### src/rtl/opalkelly_tx_arbiter.sv
// opalkelly_tx_arbiter: round-robin, packet-atomic arbiter feeding the Opal Kelly pipe-out sys_tx port.
// Ports: sys_clk/sys_rst (async active-high); src_valid/src_last/src_data/src_ready per-source stream
// inputs (source i on src_data[16*i+15:16*i]); sys_tx_ready/sys_tx_valid/sys_tx pipe handshake;
// grant one-hot owner (0 when idle); busy high outside IDLE.
// Optional header word per grant: define OPALKELLY_TX_ARB_HEADER_EN.
module opalkelly_tx_arbiter #(
    parameter int NUM_CH    = 4,
    parameter int MAX_BURST = 256
) (
    input  logic                  sys_clk,
    input  logic                  sys_rst,
    input  logic [NUM_CH-1:0]     src_valid,
    input  logic [NUM_CH-1:0]     src_last,
    input  logic [16*NUM_CH-1:0]  src_data,
    output logic [NUM_CH-1:0]     src_ready,
    input  logic                  sys_tx_ready,
    output logic                  sys_tx_valid,
    output logic [15:0]           sys_tx,
    output logic [NUM_CH-1:0]     grant,
    output logic                  busy
);
    localparam int IW = $clog2(NUM_CH);
    localparam int CW = $clog2(MAX_BURST) + 1;

    typedef enum logic [1:0] {
        IDLE,
`ifdef OPALKELLY_TX_ARB_HEADER_EN
        HDR,
`endif
        STREAM
    } state_t;

    state_t          state, state_n;
    logic [IW-1:0]   ptr, win;
    logic [CW-1:0]   cnt;
    logic            stream, hdr, xfer, done;
    logic [15:0]     hdr_word;

`ifdef OPALKELLY_TX_ARB_HEADER_EN
    logic [7:0] seq;
    localparam state_t FIRST = HDR;
    assign hdr      = state == HDR;
    assign hdr_word = {5'b10100, 3'(ptr), seq};
`else
    localparam state_t FIRST = STREAM;
    assign hdr      = 1'b0;
    assign hdr_word = '0;
`endif

    // ptr doubles as the index of the granted source once a grant is made.
    assign stream       = state == STREAM;
    assign busy         = state != IDLE;
    assign sys_tx_valid = (stream & src_valid[ptr]) | hdr;
    assign sys_tx       = stream ? src_data[16*int'(ptr) +: 16] : hdr ? hdr_word : '0;
    assign src_ready    = stream ? grant & {NUM_CH{sys_tx_ready}} : '0;
    assign xfer         = sys_tx_valid & sys_tx_ready;
    assign done         = stream & xfer & (src_last[ptr] | (cnt == CW'(MAX_BURST - 1)));

    // Scan downward so the nearest requester after ptr is the last one assigned.
    always_comb begin
        win = ptr;
        for (int k = NUM_CH; k >= 1; k--)
            if (src_valid[(int'(ptr) + k) % NUM_CH]) win = IW'((int'(ptr) + k) % NUM_CH);
    end

    always_comb begin
        state_n = state;
        case (state)
            IDLE:    state_n = |src_valid ? FIRST : IDLE;
`ifdef OPALKELLY_TX_ARB_HEADER_EN
            HDR:     state_n = sys_tx_ready ? STREAM : HDR;
`endif
            STREAM:  state_n = done ? IDLE : STREAM;
            default: state_n = IDLE;
        endcase
    end

    always_ff @(posedge sys_clk or posedge sys_rst)
        if (sys_rst) state <= IDLE;
        else         state <= state_n;

    always_ff @(posedge sys_clk or posedge sys_rst) begin
        if (sys_rst) begin
            grant <= '0;
            ptr   <= IW'(NUM_CH - 1);
            cnt   <= '0;
        end else begin
            if (state == IDLE && |src_valid) begin
                grant <= {{(NUM_CH-1){1'b0}}, 1'b1} << win;
                ptr   <= win;
            end
            if (!stream) cnt <= '0;
            else if (xfer) cnt <= cnt + 1'b1;
            if (done) grant <= '0;
        end
    end

`ifdef OPALKELLY_TX_ARB_HEADER_EN
    always_ff @(posedge sys_clk or posedge sys_rst)
        if (sys_rst) seq <= '0;
        else if (hdr && sys_tx_ready) seq <= seq + 8'd1;
`endif
endmodule

### config.mk
export PLATFORM = sky130hd
export DESIGN_NAME = opalkelly_tx_arbiter
export DESIGN_NICKNAME = d
export VERILOG_FILES = /design/src/rtl/opalkelly_tx_arbiter.sv
export SDC_FILE = /design/constraint.sdc
export NUM_CORES = 1
export LEC_CHECK = 0
export ABC_CLOCK_PERIOD_IN_PS = 1900
export BUFFER_PORTS_ARGS = -buffer_cell sky130_fd_sc_hd__buf_2
export CORE_MARGIN = 2
export CORE_UTILIZATION = 38
export CTS_CLUSTER_DIAMETER = 40
export DETAILED_ROUTE_END_ITERATION = 16
export GPL_TIMING_DRIVEN = 1
export PLACE_DENSITY_LB_ADDON = 0.3
export SKIP_LAST_GASP = 1
export SLEW_MARGIN = 20
export SYNTH_ARGS = -nofsm -noshare
export SYNTH_HDL_FRONTEND = slang
export SYNTH_SLANG_ARGS = --single-unit
### constraint.sdc
create_clock -name sys_clk -period 1.9 [get_ports sys_clk]
set_input_delay 0 -clock sys_clk [delete_from_list [all_inputs] [get_ports sys_clk]]
set_output_delay 0 -clock sys_clk [all_outputs]
set_load 0.05 [all_outputs]
==> results.sh <==
export IMPL_port_buffers=100
export IMPL_synth_largest_area_cell="mux4_2"
export IMPL_grt_pass1_wl_microns=6540
export IMPL_hold_slack_ps=268
export IMPL_p_per_area_mw_per_mm2=1690
export IMPL_hold_path_class="in -> reg"
export IMPL_cts_sinks=16
export IMPL_drc=0
export IMPL_place_area_sq_mm=0.00203
export IMPL_clkTransAtPathRegs_ps=60
export IMPL_finalWorstSetupSlack_ps=-7.02
export IMPL_maxCapViolations=0
export IMPL_synth_cell_area_sq_mm=0.00148
export IMPL_root_buffer="clkbuf_8"
export IMPL_ff2ff_setup_slack_ps=40
export IMPL_diodes=0
export IMPL_grt_usage=0.197
export IMPL_rsz0062_at_grt="true"
export IMPL_overflow=0
export IMPL_h_tree_depth=1
export IMPL_cp_max_fo=13
export IMPL_ys_types=36
export IMPL_crit_arrival_ps=1910
export IMPL_fill_cells=366
export IMPL_synth_seq_cells=16
export IMPL_synthFlopType="dfrtp_1"
export IMPL_dieArea_sq_mm=0.00440
export IMPL_cts_buffers=3
export IMPL_fin_area_sq_mm=0.00216
export IMPL_async_flop_share=1.00
export IMPL_rows=22
export IMPL_ioPinCount=101
export IMPL_worstSetupPathType="reg -> out"
export IMPL_area_delta_synth_final_pct=46.0
export IMPL_hold_viol=0
export IMPL_core_sq_mm=0.00369
export IMPL_drive_above_1_share=0.576
export IMPL_ir_worst_vdd_mv=0.922
export IMPL_tightest_slew_ps=611
export IMPL_multi_input_area_sq_mm=0.00102
export IMPL_num_nets_final=316
export IMPL_wl_per_cell_microns=13.6
export IMPL_yosysTopAreaCellShare=0.244
export IMPL_relSlewSlack=0.592
export IMPL_run_status="finished with violations"
export IMPL_placed_cells=279
export IMPL_setup_viol=1
export IMPL_slowest_stage="dfstp_2"
export IMPL_initial_core_util=0.400
export IMPL_cp_cell_sequence="buf_12, mux4_2, and2_1, buf_2"
export IMPL_wl_microns=3900
export IMPL_finClkSkew_ps=2.34
export IMPL_dp_slack_ps=26.8
export IMPL_dieWidth_microns=66.3
export IMPL_p_total_uw=3640
export IMPL_synth_area_leaders="mux4_2, dfrtp_1, and2_1"
export IMPL_power_leakage_uw=0.00112
export IMPL_fin_crit_ps=1910
export IMPL_seqCellArea_sq_um=403
export IMPL_dp_hpwl_microns=3150
export IMPL_drt_iter0_markers=59
export IMPL_insertion_delay_ps=250
export IMPL_fmax_ghz=0.524
export IMPL_avgSynthCellArea_sq_um=10.9
export IMPL_cts_tree="yes"
export IMPL_slew_violations=0
export IMPL_cp_start_kind="flip-flop"
export IMPL_worst_path_buf_inv=2
export IMPL_cpPeakStageDelay_ps=610
export IMPL_finalCritPeriodShare=1.00
export IMPL_worstPathRequired_ps=1900
export IMPL_ys_warn_count=0
export IMPL_violations="negative setup slack"
export IMPL_gp_congestion=0.834
export IMPL_first_pass_iters=4
export IMPL_vias_per_cell=5.11
export IMPL_via_count=1461
export IMPL_seq_area_frac_synth=0.273
export IMPL_instances_no_fill=286
export IMPL_grt_pass1_vias=1451
export IMPL_fp_dieH_microns=66.3
export IMPL_end_kind="primary output"
export IMPL_grt_start_max_net_pins=27
export IMPL_drtAntennaViolNets=0
export IMPL_cp_top_family="flip-flops"
export IMPL_synth_cells=136
export IMPL_antenna_found_initial=0
export IMPL_cts_path_max_buffers=2
export IMPL_synthesis_nets=213
export IMPL_synth_edf_count=0
export IMPL_synthTopCellsByCount="and2_1, mux4_2, dfrtp_1"
## path summary, 6_finish.rpt
path                                    startpoint                 end  depth (start not counted)
worst max-delay path            ptr[0]$_DFFE_PP1P_           sys_tx[4]                          4
worst min-delay path                  src_valid[2]  ptr[0]$_DFFE_PP1P_                          5
worst max register to register  ptr[0]$_DFFE_PP1P_  cnt[3]$_DFFE_PP0P_                          4
worst min register to register  cnt[7]$_DFFE_PP0P_  cnt[7]$_DFFE_PP0P_                          1
max in group asynchronous                  sys_rst  cnt[4]$_DFFE_PP0P_                          3
min in group asynchronous                  sys_rst  cnt[6]$_DFFE_PP0P_                          3
## cell families after synthesis
group,synth area share
adders and majority gates,0.0169
muxes,0.336
AOI/OAI and AO/OA,0.129
and+or+nand+nor,0.195
buffers and inverters,0.0500
DFF,0.273
## stage by stage
| step | TNS (ps) | utilization |
|---|---|---|
| after floorplan | 0 | - |
| after global placement | 0 | 0.550 |
| after detailed placement | 0 | 0.550 |
| after CTS | -34.1 | 0.576 |
| after global routing | -977 | 0.584 |
| final | -7.02 | 0.584 |
## final cells by class
cell class	instances	share of cell area
Clock buffer	4	0.0255
Inverter	4	0.00696
Multi-Input combinational cell	106	0.475
Sequential cell	16	0.187
Tap cell	48	0.0279
Timing Repair Buffer	108	0.278
## tightest hold or removal path: stages
cell	delay, ps
buf_2	110
nor2_1	80
a21o_1	170
nand2_1	60
o21ai_0	80
## registers in the layout (all words and copies together), names as in the netlist
| register | count |
|---|---|
| state | 1 |
| ptr | 2 |
| grant | 4 |
| cnt | 9 |
## what timing repair did
item / CTS / global route
setup endpoints to repair: 14 / 21
pin swaps: 0 / 1
hold endpoints to repair: 14 / 0
hold buffers: 1 / 0
setup buffers: 1 / 1
gates cloned: 0 / 0
resized for setup: 9 / 4
## report_power, final
group          total [uW]  switching (uW)  internal [uW]
clock network         296             112            184
logic                2800            1730           1070
registers             539            89.2            450
total                3640            1930           1710
## routing by layer
| metal | routed length (microns) | track usage | up-vias | part of all wire |
|---|---|---|---|---|
| li1 | - | - | 725 | - |
| met1 | 1690 | 0.241 | 675 | 0.43 |
| met2 | 1900 | 0.341 | 56 | 0.49 |
| met3 | 276 | 0.0528 | 5 | 0.071 |
| met4 | 40 | 0.0510 | 0 | 0.010 |
| met5 | 0 | 0 | - | 0 |
## layout by cell type (no fill, tap or decap)
cell	n
mux4_2	16
nand2_1	8
a22o_1	4
a31oi_4	1
nand2b_1	3
mux2_4	3
nor2_1	10
a32o_1	2
mux2i_1	7
o21ai_0	3
buf_12	1
dlygate4sd3_1	1
nand3b_1	1
o211ai_1	1
nand3_1	2
nor3_1	1
o21a_1	1
buf_6	1
nand3_2	1
o211a_1	1
dfstp_2	2
and3b_1	2
and2_1	16
nand4_1	1
a22o_4	1
mux2i_2	1
buf_2	92
nor2b_1	1
dfrtp_1	14
clkbuf_8	4
and3_1	7
ha_1	2
inv_1	4
mux2_2	1
buf_4	13
a221o_1	3
a221oi_1	1
a21oi_1	2
a21o_1	3
Power figures use the tool's default switching activity.
